**config.mk**
```make
export PLATFORM = sky130hd
export DESIGN_NAME = fir_mac_sched
export DESIGN_NICKNAME = d
export VERILOG_FILES = /design/src/rtl/fir_pkg.sv /design/src/rtl/fir_delay_chain.sv /design/src/rtl/fir_mac_sched.sv
export SDC_FILE = /design/constraint.sdc
export NUM_CORES = 1
export LEC_CHECK = 0
export CORE_MARGIN = 3
export CORE_UTILIZATION = 39
export DETAILED_ROUTE_END_ITERATION = 8
export HOLD_SLACK_MARGIN = 0.05
export PLACE_DENSITY = 0.75
export SYNTH_ARGS = -nofsm -noshare
export SYNTH_HDL_FRONTEND = slang
export SYNTH_SLANG_ARGS = --single-unit
```
**constraint.sdc**
```tcl
create_clock -name iClk12M -period 2.6 [get_ports iClk12M]
set_input_delay 0.65 -clock iClk12M [delete_from_list [all_inputs] [get_ports iClk12M]]
set_output_delay 0.65 -clock iClk12M [all_outputs]
set_load 0.01 [all_outputs]
```
**src/rtl/fir_pkg.sv**
```systemverilog
// Shared sizes, state encoding and helpers for the 10-tap FIR sequencing controller.
package fir_pkg;

  localparam int NUM_TAP  = 10;
  localparam int SAMPLE_W = 3;
  localparam int COEFF_W  = 16;
  localparam int ADDR_W   = 4;
  localparam int LAST_TAP = NUM_TAP - 1;
  localparam int DELAY_W  = NUM_TAP * SAMPLE_W;

  localparam logic [ADDR_W-1:0] LAST_ADDR = ADDR_W'(LAST_TAP);

  typedef enum logic [2:0] {
    IDLE,
    UPDATE,
    READ,
    DRAIN,
    CAPTURE
  } state_t;

  // Host writes above the last tap have no backing SRAM word.
  function automatic logic addr_in_range(input logic [ADDR_W-1:0] addr);
    return addr <= LAST_ADDR;
  endfunction

endpackage

```
**src/rtl/fir_delay_chain.sv**
```systemverilog
// Input sample delay line: newest sample enters at [SAMPLE_W-1:0], oldest leaves at the top.
module fir_delay_chain
  import fir_pkg::*;
(
  input  logic                iClk,
  input  logic                iRst,
  input  logic                iShift,
  input  logic [SAMPLE_W-1:0] iSample,
  output logic [DELAY_W-1:0]  oDelay
);

  logic [DELAY_W-1:0] r_delay;

  // NOTE: sequential state uses non-blocking assignments so every register samples pre-edge values.
  always_ff @(posedge iClk or posedge iRst) begin
    if (iRst) begin
      r_delay <= '0;
    end else if (iShift) begin
      r_delay <= {r_delay[DELAY_W-SAMPLE_W-1:0], iSample};
    end
  end

  assign oDelay = r_delay;

endmodule

```
**src/rtl/fir_mac_sched.sv**
```systemverilog
// Sequencing controller for the 10-tap FIR: delay chain, coefficient SRAM port and MAC enable.
// Optional sticky dropped-sample flag enabled by defining FIR_SAMPLE_OVF_EN.
module fir_mac_sched
  import fir_pkg::*;
(
  input  logic                iClk12M,
  input  logic                iRst,
  input  logic                iEnSample,
  input  logic [SAMPLE_W-1:0] iFirIn,
  input  logic                iCoeffUpdate,
  input  logic                iCoeffWr,
  input  logic [ADDR_W-1:0]   iCoeffAddr,
  input  logic [COEFF_W-1:0]  iCoeffData,
  output logic [DELAY_W-1:0]  oDelay,
  output logic                oCsn,
  output logic                oWrn,
  output logic [ADDR_W-1:0]   oAddr,
  output logic [COEFF_W-1:0]  oWrDt,
  output logic                oEnMAC,
  input  logic [COEFF_W-1:0]  iMac,
  output logic [COEFF_W-1:0]  oFirOut,
  output logic                oFirOutVld,
  output logic                oBusy,
  output logic                oSampleOvf
);

  state_t              r_state;
  logic [ADDR_W-1:0]   r_tap;
  logic                r_csn;
  logic                r_wrn;
  logic [ADDR_W-1:0]   r_addr;
  logic [COEFF_W-1:0]  r_wrdt;
  logic                r_enmac;
  logic [COEFF_W-1:0]  r_firout;
  logic                r_vld;
  logic                r_busy;
  logic                w_accept;

  // Update mode wins over a coincident sample; samples are only taken in IDLE.
  assign w_accept = (r_state == IDLE) && iEnSample && !iCoeffUpdate;

  fir_delay_chain u_delay_chain (
    .iClk    (iClk12M),
    .iRst    (iRst),
    .iShift  (w_accept),
    .iSample (iFirIn),
    .oDelay  (oDelay)
  );

  always_ff @(posedge iClk12M or posedge iRst) begin
    if (iRst) begin
      r_state  <= IDLE;
      r_tap    <= '0;
      r_csn    <= 1'b1;
      r_wrn    <= 1'b1;
      r_addr   <= '0;
      r_wrdt   <= '0;
      r_enmac  <= 1'b0;
      r_firout <= '0;
      r_vld    <= 1'b0;
      r_busy   <= 1'b0;
    end else begin
      // NOTE: strobes default to idle every cycle so each state only states when it asserts them.
      r_csn   <= 1'b1;
      r_wrn   <= 1'b1;
      r_vld   <= 1'b0;
      // MAC enable trails the read strobe by the one-cycle SRAM read latency.
      r_enmac <= ~r_csn & r_wrn;

      case (r_state)
        IDLE: begin
          if (iCoeffUpdate) begin
            r_state <= UPDATE;
            r_busy  <= 1'b1;
          end else if (iEnSample) begin
            r_state <= READ;
            r_tap   <= '0;
            r_addr  <= '0;
            r_csn   <= 1'b0;
            r_busy  <= 1'b1;
          end
        end

        UPDATE: begin
          if (iCoeffWr && addr_in_range(iCoeffAddr)) begin
            r_csn  <= 1'b0;
            r_wrn  <= 1'b0;
            r_addr <= iCoeffAddr;
            r_wrdt <= iCoeffData;
          end
          if (!iCoeffUpdate) begin
            r_state <= IDLE;
            r_busy  <= 1'b0;
          end
        end

        READ: begin
          if (r_tap == LAST_ADDR) begin
            r_tap   <= '0;
            r_state <= DRAIN;
          end else begin
            r_tap  <= r_tap + 1'b1;
            r_addr <= r_tap + 1'b1;
            r_csn  <= 1'b0;
          end
        end

        DRAIN: begin
          r_state <= CAPTURE;
        end

        CAPTURE: begin
          r_firout <= iMac;
          r_vld    <= 1'b1;
          r_state  <= IDLE;
          r_busy   <= 1'b0;
        end

        default: begin
          r_state <= IDLE;
          r_busy  <= 1'b0;
        end
      endcase
    end
  end

  assign oCsn       = r_csn;
  assign oWrn       = r_wrn;
  assign oAddr      = r_addr;
  assign oWrDt      = r_wrdt;
  assign oEnMAC     = r_enmac;
  assign oFirOut    = r_firout;
  assign oFirOutVld = r_vld;
  assign oBusy      = r_busy;

`ifdef FIR_SAMPLE_OVF_EN
  logic r_ovf;
  logic w_drop;

  assign w_drop = iEnSample && !w_accept;

  always_ff @(posedge iClk12M or posedge iRst) begin
    if (iRst) begin
      r_ovf <= 1'b0;
    end else if (w_drop) begin
      r_ovf <= 1'b1;
    end
  end

  assign oSampleOvf = r_ovf;
`else
  assign oSampleOvf = 1'b0;
`endif

endmodule

```
==> results of run 1 <==
==> metal layers <==
layer	track usage	wire [microns]	vias to the layer above
met4	0.06130	52	0
li1	-	-	952
met5	0	0	-
met2	0.2243	2865	75
met3	0.04223	533	6
met1	0.1744	2684	977
==> sequential cells by signal, indices dropped and copies added, names as in the netlist <==
register / count
u_delay_chain.oDelay: 30
oWrDt: 16
oAddr: 4
oBusy: 1
oFirOutVld: 1
oEnMAC: 1
oFirOut: 16
oCsn: 1
r_tap: 4
oWrn: 1
r_state: 3
==> power by group <==
part	total [mW]	internal (mW)	switching [mW]
Clock	1.02	0.593	0.424
Sequential	2.11	1.77	0.344
Combinational	2.18	1.40	0.784
Total	5.31	3.76	1.55
==> worst reg2reg max path, stage by stage (launching register included) <==
cell	delay [ns]
dfrtp_1	0.47
nor2_1	0.17
and2_1	0.63
mux2_2	0.42
==> cells by family (layout without fill, tap and decap cells) <==
group | Yosys count | in the layout | share of synthesized area
AND/OR/NAND/NOR | 27 | 27 | 0.05637
other | 1 | 1 | 0.001224
AO/OA/AOI/OAI | 15 | 15 | 0.02819
multiplexers | 66 | 66 | 0.2426
XOR/XNOR | 2 | 2 | 0.005720
flip-flops | 78 | 78 | 0.6381
adder cells (fa/ha/maj) | 2 | 2 | 0.008169
buffers and inverters | 13 | 138 | 0.01961
==> cell usage after synthesis (all sizes together) (2+ instances only) <==
library cell | number | area share
a21oi | 2 | 0.0033
and2 | 2 | 0.0041
buf | 7 | 0.012
dfrtp | 76 | 0.62
dfstp | 2 | 0.017
ha | 2 | 0.0082
inv | 5 | 0.0061
mux2 | 66 | 0.24
nand2 | 6 | 0.0074
nand2b | 2 | 0.0041
nand3 | 2 | 0.0074
nor2 | 4 | 0.0049
nor3 | 2 | 0.0033
nor3b | 3 | 0.011
o21ai | 10 | 0.018
==> per-stage QoR <==
step           setup WS [ns]    util
2_1_floorplan         0.7670       -
3_3_place_gp          0.2247  0.5833
3_5_place_dp          0.1513  0.5833
4_1_cts               0.5032  0.6146
5_1_grt               0.4051  0.6146
6_report              0.4885  0.6146
==> worst max path at each step <==
stage	end	slack (ns)
after floorplan	oAddr[0]	0.77
after global placement	oAddr[1]	0.22
after detailed placement	oAddr[1]	0.15
after CTS	oCsn	0.50
after global routing	oAddr[2]	0.41
final	oAddr[3]	0.49
==> area by class of cell <==
class | instances | share of cell area
clock buffer | 11 | 0.03308
clock inverter | 5 | 0.01777
inverter | 5 | 0.004921
multi-input combinational | 113 | 0.2305
sequential | 78 | 0.4270
tap | 99 | 0.02706
timing repair buffer | 117 | 0.2597
==> impl_metrics.ini, run 1 <==
[final_layout]
final_cell_mix = clkdlybuf4s50_1, dfrtp_1, mux2_2
layout-drive-gt1-share = 0.2523
regArea_sq_um = 1954
fillers = 622
fin_area_sq_um = 4577
multi_input_area_sq_um = 1055
fin_cells = 428
num_antenna_cells = 0
syn_to_final_growth_pct = 49.43
nets = 370
mostFrequentLayoutCell = clkdlybuf4s50_1

[critical_path]
required_ns = 2.82
setup.worst_path.class = in -> reg
cp-end-kind = flip-flop
critPathBufInv = 1
r2r_start = r_state[1]
path_cells = clkdlybuf4s50_1, nand2b_1, a211o_1, o21ai_2, mux2_2
rr_worst_depth = 3
slowest_delay_ns = 0.44
worstPathArrival_ns = 2.33
crit_start = iCoeffUpdate
r2r_end = oFirOut[7]
crit_family = compound AO/OA/AOI/OAI gates
cp.depth = 5
start_kind = primary input
rrSetupSlack_ns = 0.80
crit_path_max_fanout = 5
slowest_stage = clkdlybuf4s50_1

[routing]
totalWireLength_microns = 6135
routedWlPerCell_microns = 14.33
drc = 0
ant_nets = 0
drt-pass1-iter-count = 4
vias = 2010
vias_per_cell = 4.696
drt-initial-drc-count = 57

[clock_tree]
clockRootBuffer = clkbuf_8
post_cts_buffers = 0
cts_resized = 0
cts_max_path_buffers = 2
numCtsBuffers = 9
worstSkewPairLatency_ns = 0.33
cts.sinks = 78
cts_hold_buf = 0
clk_pin_slew_ns = 0.08
cts_tree = built
cts_max_level = 3

[sta]
tightest_slew_ns = 0.7424
slew_headroom = 0.5051
fin_crit_ns = 2.112
hold_viol = 0
setup_viol = 0
period_share = 0.8121
rsz0062_at_grt = no
fin_skew_ns = 0.006470
max_freq_ghz = 0.4736
maxSlewViolCount = 0
hold_slack_ns = 0.4929
fin_tns_setup_ns = 0

[hold_path]
min_to = oWrDt[5]
hold_depth = 1
hold_class = reg -> reg
hp-start = oWrDt[5]

[logic_synthesis]
ys_seq_area_frac = 0.6381
yosys.cell_types.count = 34
synthFlopType = dfrtp_1
synth_seq_cells = 78
async_flop_share = 1.000
syn_nets = 250
synth-edff-count = 0
yosysWarnings = 0
avgSynthCellArea_sq_um = 15.01
syn_area_sq_um = 3063
synthCells = 204

[global_routing]
grt_max_degree = 79
overflow = 0
antenna_found_initial = 0
grt_use_total = 0.1397
grt_pass1_vias = 2066
grt_pass1_wl_microns = 9804

[floorplan]
core_area_sq_um = 7447
die_x_microns = 94.62
initial_core_util = 0.4113
num_rows = 31
die_h_microns = 94.62
die_area_sq_um = 8953
io_pins = 116

[power]
ir_drop_mv = 0.5442
p_per_area_nw_per_um2 = 1161
total_leakage_power_nw = 1.944
power.total_mw = 5.313

[placed_design]
gp_congestion = 0.7786
dp_hpwl_microns = 4420
port_buffers = 114
dpl.cell_count = 412
place_area_sq_um = 4344

[outcome]
status = finished clean

[job]
max_cap_viol_count = 0
(Power assumes the default switching activity.)
==> inputs of run 2 (changes only) <==
==> constraint.sdc (replaced) <==
create_clock -name iClk12M -period 1.8 [get_ports iClk12M]
set_input_delay 0.45 -clock iClk12M [delete_from_list [all_inputs] [get_ports iClk12M]]
set_output_delay 0.45 -clock iClk12M [all_outputs]
set_load 0.01 [all_outputs]
==> run 2 against run 1 <==
Effect of this change:
- core utilization is 1.0 points higher
- worst setup slack got worse by 0.46 ns
- die area did not move
- count of clock-buffer cells in the layout unchanged
- global-route usage is 0.60 points higher
- register-to-register slack lost 0.69 ns
- sequential power grew 44%
- non-clock buffer count increased by 7
- largest cell class unchanged
- largest power group unchanged
==> impl_metrics.ini, run 2 (synthesis results as in run 1) <==
[outcome]
status = finished clean

[routing]
routedWlPerCell_microns = 14.46
drt-initial-drc-count = 68
drt-pass1-iter-count = 4
totalWireLength_microns = 6291
drc = 0
ant_nets = 0
vias = 2050
vias_per_cell = 4.713

[placed_design]
port_buffers = 114
place_area_sq_um = 4402
gp_congestion = 0.7098
place_ws_ns = -0.3554
dp_hpwl_microns = 4540

[critical_path]
required_ns = 2.02
worstPathArrival_ns = 1.99
r2r_end = oAddr[1]
crit_path_max_fanout = 5
start_kind = primary input
rrSetupSlack_ns = 0.11
rr_worst_depth = 6
r2r_start = r_tap[1]
cp-end-kind = flip-flop
setup.worst_path.class = in -> reg

[power]
pwr-share-seq = 0.389
p_comb_frac = 0.413
power.total_mw = 7.817
sw_frac_of_total = 0.2907
clkPwrFrac = 0.198
total_leakage_power_nw = 1.984
ir_drop_mv = 0.8587
p_int_mw = 5.544
p_sw_mw = 2.272
p_per_area_nw_per_um2 = 1680

[final_layout]
num_antenna_cells = 0
layout-drive-gt1-share = 0.2619
final_cell_mix = clkdlybuf4s50_1, dfrtp_1, mux2_2
fin_area_sq_um = 4652
fillers = 620
fin_util = 0.6247
multi_input_area_sq_um = 1062
largest_reg_flops = 30
regArea_sq_um = 1954
syn_to_final_growth_pct = 51.88
mostFrequentLayoutCell = clkdlybuf4s50_1
nets = 377

[clock_tree]
worstSkewPairLatency_ns = 0.33
clockRootBuffer = clkbuf_8
cts_max_level = 3
cts_tree = built
cts.sinks = 78
cts_max_path_buffers = 2
clk_pin_slew_ns = 0.08
numCtsBuffers = 9

[sta]
max_freq_ghz = 0.5659
maxSlewViolCount = 0
hold_viol = 0
fin_tns_setup_ns = 0
fin_skew_ns = 0.003997
setup_slack_ns = 0.03306
period_share = 0.9816
fin_crit_ns = 1.767
setup_viol = 0

[job]
max_cap_viol_count = 0

[floorplan]
core_area_sq_um = 7447
initial_core_util = 0.4113
io_pins = 116
die_area_sq_um = 8953
die_x_microns = 94.62
num_rows = 31
die_h_microns = 94.62

[hold_path]
hp-start = oWrDt[3]
hold_class = reg -> reg
hold_depth = 1
min_to = oWrDt[3]

[global_routing]
grt_pass1_vias = 2155
grt_max_degree = 79
grt_pass1_wl_microns = 10120
overflow = 0
antenna_found_initial = 0
grt_use_total = 0.1457
==> run 2: stage by stage <==
| stage | hold WS [ns] | std cells |
|---|---|---|
| floorplan | 0.4810 | 204 |
| global placement | 0.4731 | 418 |
| detailed placement | 0.4828 | 418 |
| CTS | 0.5013 | 434 |
| global route | 0.5139 | 435 |
| finish | 0.4942 | 435 |
==> run 2: repair_timing <==
action                     in CTS  in global routing
setup buffers                   0                  1
pin swaps                       0                  1
hold buffers                    0                  0
resized for setup               2                  1
setup endpoints to repair       2                  4
==> run 2: routing by layer <==
layer | global-route usage | vias up | routed length [microns]
li1 | - | 966 | -
met1 | 0.1815 | 1000 | 2730
met2 | 0.2408 | 75 | 2959
met3 | 0.03745 | 9 | 503
met4 | 0.06130 | 0 | 97
met5 | 0 | - | 0
==> run 2: worst max path at each step <==
stage | start | to | slack, ns | cells after the start
floorplan | iCoeffUpdate | oAddr[0] | 0.17 | 4
global placement | iCoeffUpdate | oAddr[1] | -0.30 | 5
detailed placement | iCoeffUpdate | oAddr[1] | -0.36 | 5
CTS | iCoeffUpdate | oAddr[1] | 0.003 | 5
global route | iCoeffUpdate | oAddr[1] | -0.009 | 5
finish | iCoeffUpdate | oAddr[1] | 0.03 | 5
==> run 2: power groups by stage <==
stage / logic [mW] / clock network, mW / registers (mW)
2_1_floorplan: 1.01 / 0 / 3.39
3_3_place_gp: 3.19 / 0 / 3.05
3_5_place_dp: 3.25 / 0 / 3.09
4_1_cts: 3.26 / 1.59 / 3.06
5_1_grt: 3.46 / 1.67 / 3.17
6_report: 3.23 / 1.55 / 3.04
==> run 2: area by class of cell <==
class | instances | area share
Tap cell | 99 | 0.02663
Multi-Input combinational cell | 113 | 0.2283
Sequential cell | 78 | 0.4201
Clock buffer | 11 | 0.02824
Clock inverter | 5 | 0.02286
Inverter | 5 | 0.004841
Timing Repair Buffer | 124 | 0.2690
==> run 2: worst max-delay path: stages <==
cell and delay [ns]:
clkdlybuf4s50_1 0.42, nand2b_1 0.18, a211o_1 0.35, o21ai_4 0.23, mux2_2 0.37
